## src/rtl/m_bus_bridge_if.sv

```systemverilog
// M-stage bus bundle: pipeline-side access signals, data-memory port,
// timer req/ack port, interrupt-generator strobe and status back to the pipe.
`timescale 1ns/1ps
interface m_bus_bridge_if;
  logic [31:0] m_addr;
  logic [31:0] m_wdata;
  logic [3:0]  m_byte_en;
  logic        m_load;
  logic        Req;
  logic [31:0] dm_addr;
  logic [31:0] dm_wdata;
  logic [3:0]  dm_byte_en;
  logic [31:0] dm_rdata;
  logic        tc_sel;
  logic        tc_req;
  logic        tc_we;
  logic [1:0]  tc_addr;
  logic [31:0] tc_wdata;
  logic        tc_ack;
  logic [31:0] tc_rdata;
  logic        ig_we;
  logic [31:0] m_rdata;
  logic        stall;
  logic        bus_err;

  // Bridge side
  modport slave (
    input  m_addr, m_wdata, m_byte_en, m_load, Req, dm_rdata, tc_ack, tc_rdata,
    output dm_addr, dm_wdata, dm_byte_en, tc_sel, tc_req, tc_we, tc_addr,
           tc_wdata, ig_we, m_rdata, stall, bus_err
  );

  // Pipeline/device side
  modport master (
    output m_addr, m_wdata, m_byte_en, m_load, Req, dm_rdata, tc_ack, tc_rdata,
    input  dm_addr, dm_wdata, dm_byte_en, tc_sel, tc_req, tc_we, tc_addr,
           tc_wdata, ig_we, m_rdata, stall, bus_err
  );
endinterface

```

## src/rtl/m_bus_bridge.sv

```systemverilog
// Memory-stage bus controller: decodes the M-stage address, serves DM and IG
// in the access cycle, and runs a stalled req/ack handshake with bounded wait
// for the two timers.
`timescale 1ns/1ps
module m_bus_bridge #(
  parameter int unsigned TIMEOUT = 16
) (
  input logic          clk,
  input logic          reset,
  m_bus_bridge_if.slave bus
);

  localparam logic [7:0] CNT_LAST = 8'(TIMEOUT - 1);

  typedef enum logic [1:0] {IDLE, TWAIT, TDONE} state_t;

  state_t      state, state_nxt;
  logic [7:0]  cnt, cnt_nxt;
  logic [31:0] rbuf, rbuf_nxt;
  logic        to_err, to_err_nxt;
  logic        start;

  logic        sel_q, we_q;
  logic [1:0]  addr_q;
  logic [31:0] wdata_q;

  logic        hit_dm, hit_tc0, hit_tc1, hit_tc, hit_ig;
  logic        is_store, is_access, partial;

  logic [3:0]  dm_be_c;
  logic        ig_we_c, tc_req_c, stall_c, bus_err_c;
  logic [31:0] m_rdata_c;

  // Address decode and access classification
  always_comb begin
    hit_dm    = (bus.m_addr <= 32'h0000_2FFF);
    hit_tc0   = (bus.m_addr >= 32'h0000_7F00) && (bus.m_addr <= 32'h0000_7F0B);
    hit_tc1   = (bus.m_addr >= 32'h0000_7F10) && (bus.m_addr <= 32'h0000_7F1B);
    hit_ig    = (bus.m_addr >= 32'h0000_7F20) && (bus.m_addr <= 32'h0000_7F23);
    hit_tc    = hit_tc0 | hit_tc1;
    is_store  = |bus.m_byte_en;
    is_access = is_store | bus.m_load;
    partial   = is_store && (bus.m_byte_en != 4'b1111);
  end

  // State register, wait counter, read buffer and latched timer request
  always_ff @(posedge clk) begin
    if (reset) begin
      state   <= IDLE;
      cnt     <= '0;
      rbuf    <= '0;
      to_err  <= 1'b0;
      sel_q   <= 1'b0;
      we_q    <= 1'b0;
      addr_q  <= '0;
      wdata_q <= '0;
    end else begin
      state  <= state_nxt;
      cnt    <= cnt_nxt;
      rbuf   <= rbuf_nxt;
      to_err <= to_err_nxt;
      if (start) begin
        sel_q   <= hit_tc1;
        we_q    <= is_store;
        addr_q  <= bus.m_addr[3:2];
        wdata_q <= bus.m_wdata;
      end
    end
  end

  // Next-state and output decode
  always_comb begin
    state_nxt  = state;
    cnt_nxt    = cnt;
    rbuf_nxt   = rbuf;
    to_err_nxt = to_err;
    start      = 1'b0;
    dm_be_c    = '0;
    ig_we_c    = 1'b0;
    tc_req_c   = 1'b0;
    stall_c    = 1'b0;
    bus_err_c  = 1'b0;
    m_rdata_c  = '0;
    case (state)
      IDLE: begin
        if (hit_dm) m_rdata_c = bus.dm_rdata;
        if (is_access && !bus.Req) begin
          if (hit_dm) begin
            dm_be_c = bus.m_byte_en;
          end else if (hit_ig) begin
            if (partial)       bus_err_c = 1'b1;
            else if (is_store) ig_we_c   = 1'b1;
          end else if (hit_tc) begin
            if (partial) begin
              bus_err_c = 1'b1;
            end else begin
              start      = 1'b1;
              stall_c    = 1'b1;
              cnt_nxt    = '0;
              to_err_nxt = 1'b0;
              state_nxt  = TWAIT;
            end
          end else begin
            bus_err_c = 1'b1;
          end
        end
      end
      TWAIT: begin
        tc_req_c = 1'b1;
        stall_c  = 1'b1;
        cnt_nxt  = cnt + 8'd1;
        // Ack wins over a timeout landing in the same cycle
        if (bus.tc_ack) begin
          rbuf_nxt   = we_q ? '0 : bus.tc_rdata;
          to_err_nxt = 1'b0;
          state_nxt  = TDONE;
        end else if (cnt == CNT_LAST) begin
          rbuf_nxt   = '0;
          to_err_nxt = 1'b1;
          state_nxt  = TDONE;
        end
      end
      TDONE: begin
        m_rdata_c = rbuf;
        bus_err_c = to_err;
        state_nxt = IDLE;
      end
      default: state_nxt = IDLE;
    endcase
  end

  assign bus.dm_addr    = bus.m_addr;
  assign bus.dm_wdata   = bus.m_wdata;
  assign bus.dm_byte_en = dm_be_c;
  assign bus.ig_we      = ig_we_c;
  assign bus.tc_req     = tc_req_c;
  assign bus.tc_sel     = sel_q;
  assign bus.tc_we      = we_q;
  assign bus.tc_addr    = addr_q;
  assign bus.tc_wdata   = wdata_q;
  assign bus.m_rdata    = m_rdata_c;
  assign bus.stall      = stall_c;
  assign bus.bus_err    = bus_err_c;

endmodule

```

## src/flat_wrapper.sv

```systemverilog
// flat-port wrapper written by rule: the top's interface ports become plain ports
module m_bus_bridge_flat 
#(
  parameter int unsigned TIMEOUT = 16
)
  (clk, reset, bus_m_addr, bus_m_wdata, bus_m_byte_en, bus_m_load, bus_Req, bus_dm_rdata, bus_tc_ack, bus_tc_rdata, bus_dm_addr, bus_dm_wdata, bus_dm_byte_en, bus_tc_sel, bus_tc_req, bus_tc_we, bus_tc_addr, bus_tc_wdata, bus_ig_we, bus_m_rdata, bus_stall, bus_bus_err);
  m_bus_bridge_if bus_i ();
  input logic clk;
  input logic reset;
  input wire logic [$bits(bus_i.m_addr)-1:0] bus_m_addr;
  input wire logic [$bits(bus_i.m_wdata)-1:0] bus_m_wdata;
  input wire logic [$bits(bus_i.m_byte_en)-1:0] bus_m_byte_en;
  input wire logic [$bits(bus_i.m_load)-1:0] bus_m_load;
  input wire logic [$bits(bus_i.Req)-1:0] bus_Req;
  input wire logic [$bits(bus_i.dm_rdata)-1:0] bus_dm_rdata;
  input wire logic [$bits(bus_i.tc_ack)-1:0] bus_tc_ack;
  input wire logic [$bits(bus_i.tc_rdata)-1:0] bus_tc_rdata;
  output wire logic [$bits(bus_i.dm_addr)-1:0] bus_dm_addr;
  output wire logic [$bits(bus_i.dm_wdata)-1:0] bus_dm_wdata;
  output wire logic [$bits(bus_i.dm_byte_en)-1:0] bus_dm_byte_en;
  output wire logic [$bits(bus_i.tc_sel)-1:0] bus_tc_sel;
  output wire logic [$bits(bus_i.tc_req)-1:0] bus_tc_req;
  output wire logic [$bits(bus_i.tc_we)-1:0] bus_tc_we;
  output wire logic [$bits(bus_i.tc_addr)-1:0] bus_tc_addr;
  output wire logic [$bits(bus_i.tc_wdata)-1:0] bus_tc_wdata;
  output wire logic [$bits(bus_i.ig_we)-1:0] bus_ig_we;
  output wire logic [$bits(bus_i.m_rdata)-1:0] bus_m_rdata;
  output wire logic [$bits(bus_i.stall)-1:0] bus_stall;
  output wire logic [$bits(bus_i.bus_err)-1:0] bus_bus_err;
  assign bus_i.m_addr = bus_m_addr;
  assign bus_i.m_wdata = bus_m_wdata;
  assign bus_i.m_byte_en = bus_m_byte_en;
  assign bus_i.m_load = bus_m_load;
  assign bus_i.Req = bus_Req;
  assign bus_i.dm_rdata = bus_dm_rdata;
  assign bus_i.tc_ack = bus_tc_ack;
  assign bus_i.tc_rdata = bus_tc_rdata;
  assign bus_dm_addr = bus_i.dm_addr;
  assign bus_dm_wdata = bus_i.dm_wdata;
  assign bus_dm_byte_en = bus_i.dm_byte_en;
  assign bus_tc_sel = bus_i.tc_sel;
  assign bus_tc_req = bus_i.tc_req;
  assign bus_tc_we = bus_i.tc_we;
  assign bus_tc_addr = bus_i.tc_addr;
  assign bus_tc_wdata = bus_i.tc_wdata;
  assign bus_ig_we = bus_i.ig_we;
  assign bus_m_rdata = bus_i.m_rdata;
  assign bus_stall = bus_i.stall;
  assign bus_bus_err = bus_i.bus_err;
  m_bus_bridge #(.TIMEOUT(TIMEOUT)) u_core (.clk(clk), .reset(reset), .bus(bus_i));
endmodule
```

## config.mk

```make
export PLATFORM = sky130hd
export DESIGN_NAME = m_bus_bridge_flat
export DESIGN_NICKNAME = d
export VERILOG_FILES = /design/src/rtl/m_bus_bridge_if.sv /design/src/rtl/m_bus_bridge.sv /design/src/flat_wrapper.sv
export SDC_FILE = /design/constraint.sdc
export NUM_CORES = 1
export LEC_CHECK = 0
export CAP_MARGIN = 20
export CORE_MARGIN = 4
export CORE_UTILIZATION = 32
export CTS_CLUSTER_DIAMETER = 60
export DETAILED_ROUTE_END_ITERATION = 8
export PLACE_DENSITY = 0.77
export SETUP_SLACK_MARGIN = 0.2
export SYNTH_ARGS = -nofsm -noshare
export SYNTH_HDL_FRONTEND = slang
export SYNTH_SLANG_ARGS = --single-unit
```

## constraint.sdc

```tcl
create_clock -name clk -period 2.3 [get_ports clk]
set_input_delay 0.46 -clock clk [delete_from_list [all_inputs] [get_ports clk]]
set_output_delay 0.46 -clock clk [all_outputs]
set_load 0.05 [all_outputs]
```

==> load_flow_metrics.sql <==
INSERT INTO impl_metrics (metric_group, metric, value, unit) VALUES
('sta', 'setup_slack', '-0.306', 'ns'),
('detailed_routing', 'first_pass_iters', '4', ''),
('sta', 'setup_repair_after_global_routing_missed_its_margin', 'true', ''),
('placed_design', 'dp_hpwl', '13400', 'um'),
('synth', 'postSynthNetCount', '645', ''),
('global_route', 'groute.usage.overall', '0.286', ''),
('sta', 'period_minus_slack', '2.61', 'ns'),
('synth', 'number_of_enable_type_register_cells_in_the_synthesized_netlist', '0', ''),
('synth', 'synth_seq_area_share', '0.400', ''),
('setup_path', 'timing.critical_path.to_type', 'output port', ''),
('sta', 'final_max_slew_viol_count', '0', ''),
('detailed_routing', 'first_iter_violations', '371', ''),
('hold_path', 'hold_path_class', 'flop to flop', ''),
('synth', 'synth.distinct_cells', '38', ''),
('setup_path', 'worstPathCellList', 'buf_8, nor4_4, nand2_2, nor2_4, nand3_4, nor3_4, buf_12, buf_12, buf_16, a22o_4, buf_12', ''),
('cells_and_area', 'final_layout_size_suffix_gt1_frac', '0.536', ''),
('run_status', 'failed_checks', 'negative setup slack', ''),
('global_route', 'grt_pass1_wl', '32100', 'um'),
('clock_tree', 'clockBufferDepth', '2', ''),
('clock_tree', 'cts.sink_count', '79', ''),
('floorplan', 'fp.dieH', '119', 'um'),
('global_route', 'grt_remaining_overflow', '0', ''),
('global_route', 'busiest_layer', 'met2', ''),
('clock_tree', 'clk_latency', '0.33', 'ns'),
('placed_design', 'place_area', '8320', 'um2'),
('synth', 'fraction_of_synthesis_flops_using_an_asynchronous_set_or_reset_pin', '0', ''),
('sta', 'max-slew-margin-rel', '0.602', ''),
('sta', 'fmax', '384', 'MHz'),
('pwr', 'static-leakage-power', '0.00414', 'uW'),
('synth', 'yosysWarnings', '0', ''),
('synth', 'syn-mean-instance-area', '7.79', 'um2'),
('pwr', 'vdd.ir_drop.worst', '0.334', 'mV'),
('clock_tree', 'clkSlewWorstSetupHoldPaths', '0.06', 'ns'),
('sta', 'timing_hold_violations_final', '0', ''),
('floorplan', 'floorplan.initialDensity', '0.328', ''),
('floorplan', 'num_rows', '40', ''),
('synth', 'post-synth-top-area-fraction', '0.400', ''),
('placed_design', 'finalWeightedCongestion', '0.878', ''),
('cells_and_area', 'final_nets', '958', ''),
('clock_tree', 'postCtsHoldBufs', '0', ''),
('synth', 'synth_top_cell_by_area', 'sky130_fd_sc_hd__dfxtp_1', ''),
('detailed_routing', 'drt.antenna.violating_nets', '0', ''),
('floorplan', 'die_width', '119', 'um'),
('global_route', 'global_route.usage.met2', '0.554', ''),
('setup_path', 'worst_setup_path_category', 'primary input to output port', ''),
('synth', 'mappedNetlistArea', '3950', 'um2'),
('clock_tree', 'tritoncts_clock_tree', 'built', ''),
('global_route', 'grtUsageMet3', '0.0670', ''),
('cells_and_area', 'antenna-diode-count', '0', ''),
('global_route', 'antenna_found_initial', '0', ''),
('sta', 'timing.final.setup_violations', '82', ''),
('sta', 'clock-skew-final', '0.00728', 'ns'),
('cells_and_area', 'area.growth.synth_to_final', '158', '%'),
('placed_design', 'number_of_buffers_added_on_ports', '276', ''),
('synth', 'synth.top_cells.by_area', 'sky130_fd_sc_hd__dfxtp_1, sky130_fd_sc_hd__buf_4, sky130_fd_sc_hd__nand2_1', ''),
('floorplan', 'fp.dieArea', '14200', 'um2'),
('synth', 'synthCells', '507', ''),
('global_route', 'met1_usage', '0.298', ''),
('floorplan', 'placeableCoreArea', '12100', 'um2'),
('detailed_routing', 'wl', '22300', 'um'),
('synth', 'dominant_register_cell_in_the_synthesized_netlist', 'sky130_fd_sc_hd__dfxtp_1', ''),
('detailed_routing', 'dr_wl_cell', '22.5', 'um'),
('pwr', 'cellPowerDensity', '373', 'nW/um2'),
('synth', 'synth.ff_latch_count', '79', ''),
('clock_tree', 'htree_levels', '3', ''),
('sta', 'measured_slew_at_the_worst_slew_check_pin', '0.595', 'ns'),
('sta', 'timing.setup.tns', '-13.58', 'ns'),
('cells_and_area', 'layout.filler_cells', '561', ''),
('run_status', 'run_status', 'finished, violations left', ''),
('setup_path', 'cp_data_required_time', '1.84', 'ns'),
('job', 'maxCapViolCount', '0', '');
==> state kept, by name, summed over array words and instances, names as in the netlist <==
signal	flops
u_core.to_err	1
u_core.bus.tc_we	1
u_core.bus.tc_sel	1
u_core.bus.tc_wdata	32
u_core.cnt	8
u_core.rbuf	32
u_core.bus.tc_addr	2
u_core.state	2
==> synthesized netlist by cell type, types with 5 or more instances <==
| library cell | n |
|---|---|
| sky130_fd_sc_hd__nand3_1 | 39 |
| sky130_fd_sc_hd__buf_2 | 7 |
| sky130_fd_sc_hd__o21ai_0 | 8 |
| sky130_fd_sc_hd__clkbuf_1 | 25 |
| sky130_fd_sc_hd__nor4_1 | 6 |
| sky130_fd_sc_hd__dfxtp_1 | 79 |
| sky130_fd_sc_hd__nor3_1 | 5 |
| sky130_fd_sc_hd__nand2_1 | 112 |
| sky130_fd_sc_hd__buf_4 | 64 |
| sky130_fd_sc_hd__a22o_1 | 32 |
| sky130_fd_sc_hd__nor2_1 | 9 |
| sky130_fd_sc_hd__or3_1 | 6 |
| sky130_fd_sc_hd__a21oi_1 | 78 |
==> final timing paths <==
| kind | slack [ns] | cells past startpoint | endpoint | start |
|---|---|---|---|---|
| max | -0.31 | 11 | bus_m_rdata[19] | bus_m_addr[31] |
| max reg2reg | 0.01 | 11 | u_core.cnt[6] | u_core.state[1] |
| min | 0.47 | 2 | u_core.bus.tc_addr[1] | u_core.bus.tc_addr[1] |
| min reg2reg | 0.47 | 2 | u_core.bus.tc_addr[1] | u_core.bus.tc_addr[1] |
==> placed cells by master (no fill, tap or decap), types with 3 or more instances in the layout <==
cell type / n
sky130_fd_sc_hd__clkdlybuf4s50_1: 134
sky130_fd_sc_hd__buf_12: 116
sky130_fd_sc_hd__dfxtp_1: 79
sky130_fd_sc_hd__buf_4: 71
sky130_fd_sc_hd__nand2_1: 53
sky130_fd_sc_hd__nand2_4: 49
sky130_fd_sc_hd__buf_6: 38
sky130_fd_sc_hd__a21oi_1: 37
sky130_fd_sc_hd__a21oi_2: 36
sky130_fd_sc_hd__nand3_1: 36
sky130_fd_sc_hd__a22o_4: 32
sky130_fd_sc_hd__buf_16: 14
sky130_fd_sc_hd__nand2_2: 10
sky130_fd_sc_hd__dlygate4sd2_1: 10
sky130_fd_sc_hd__clkbuf_16: 9
sky130_fd_sc_hd__buf_2: 9
sky130_fd_sc_hd__a21oi_4: 7
sky130_fd_sc_hd__nor4_4: 5
sky130_fd_sc_hd__and2_4: 5
sky130_fd_sc_hd__nor2_1: 5
sky130_fd_sc_hd__o21ai_2: 4
sky130_fd_sc_hd__or3_1: 4
sky130_fd_sc_hd__inv_1: 3
sky130_fd_sc_hd__o21ai_0: 3
sky130_fd_sc_hd__clkbuf_2: 3
==> cell type report <==
type | count | area, um2 | share of cell area
clock buffers | 10 | 229 | 0.0224
clock inverters | 6 | 85.1 | 0.00833
inverters | 4 | 17.5 | 0.00172
multi-input cells | 327 | 2880 | 0.282
flip-flops and latches | 79 | 1580 | 0.155
well taps | 168 | 210 | 0.0206
repair buffers | 399 | 5210 | 0.510
==> power by group <==
group / internal, uW / total [uW] / switching [uW]
logic: 487 / 940 / 453
registers: 1370 / 1370 / 0.000000358
clock network: 947 / 1500 / 557
==> critical path, delay by kind of cell <==
family / cells / cell delay [ns]
AOI/OAI and AO/OA: 1 / 0.13
and+or+nand+nor: 5 / 0.90
buffers and inverters: 5 / 0.65
==> logic make-up (layout without fill, tap and decap cells) <==
group / after synthesis / after routing / synth area share
DFF: 79 / 79 / 0.400
buffers and inverters: 101 / 419 / 0.159
xor gates and xnor gates: 1 / 1 / 0.00222
muxes: 1 / 1 / 0.00253
AOI/OAI and AO/OA: 125 / 125 / 0.196
adders and majority gates: 1 / 1 / 0.00317
and+or+nand+nor: 199 / 199 / 0.237
==> metrics by stage <==
stage | util | setup WS [ns] | std cells | hold WS, ns
5_1_grt | 0.847 | -0.371 | 993 | 0.478
2_1_floorplan | - | -0.274 | 507 | 0.443
3_3_place_gp | 0.690 | -0.518 | 920 | 0.439
3_5_place_dp | 0.690 | -0.591 | 920 | 0.447
4_1_cts | 0.820 | -0.347 | 981 | 0.462
6_report | 0.847 | -0.306 | 993 | 0.467
==> per-layer routing <==
| layer | share of wire | up-vias | routed length (um) |
|---|---|---|---|
| met5 | 0 | - | 0 |
| met4 | 0.030 | 0 | 669 |
| met3 | 0.071 | 45 | 1580 |
| met2 | 0.55 | 256 | 12200 |
| met1 | 0.35 | 2545 | 7870 |
| li1 | - | 2331 | - |
==> repair_timing <==
action | CTS | global route
buffers inserted | 32 | 12
gates resized for setup | 293 | 64
pin swaps | 105 | 41
cloned | 13 | 0
setup endpoints to repair | 84 | 86
Power figures use the tool's default switching activity.
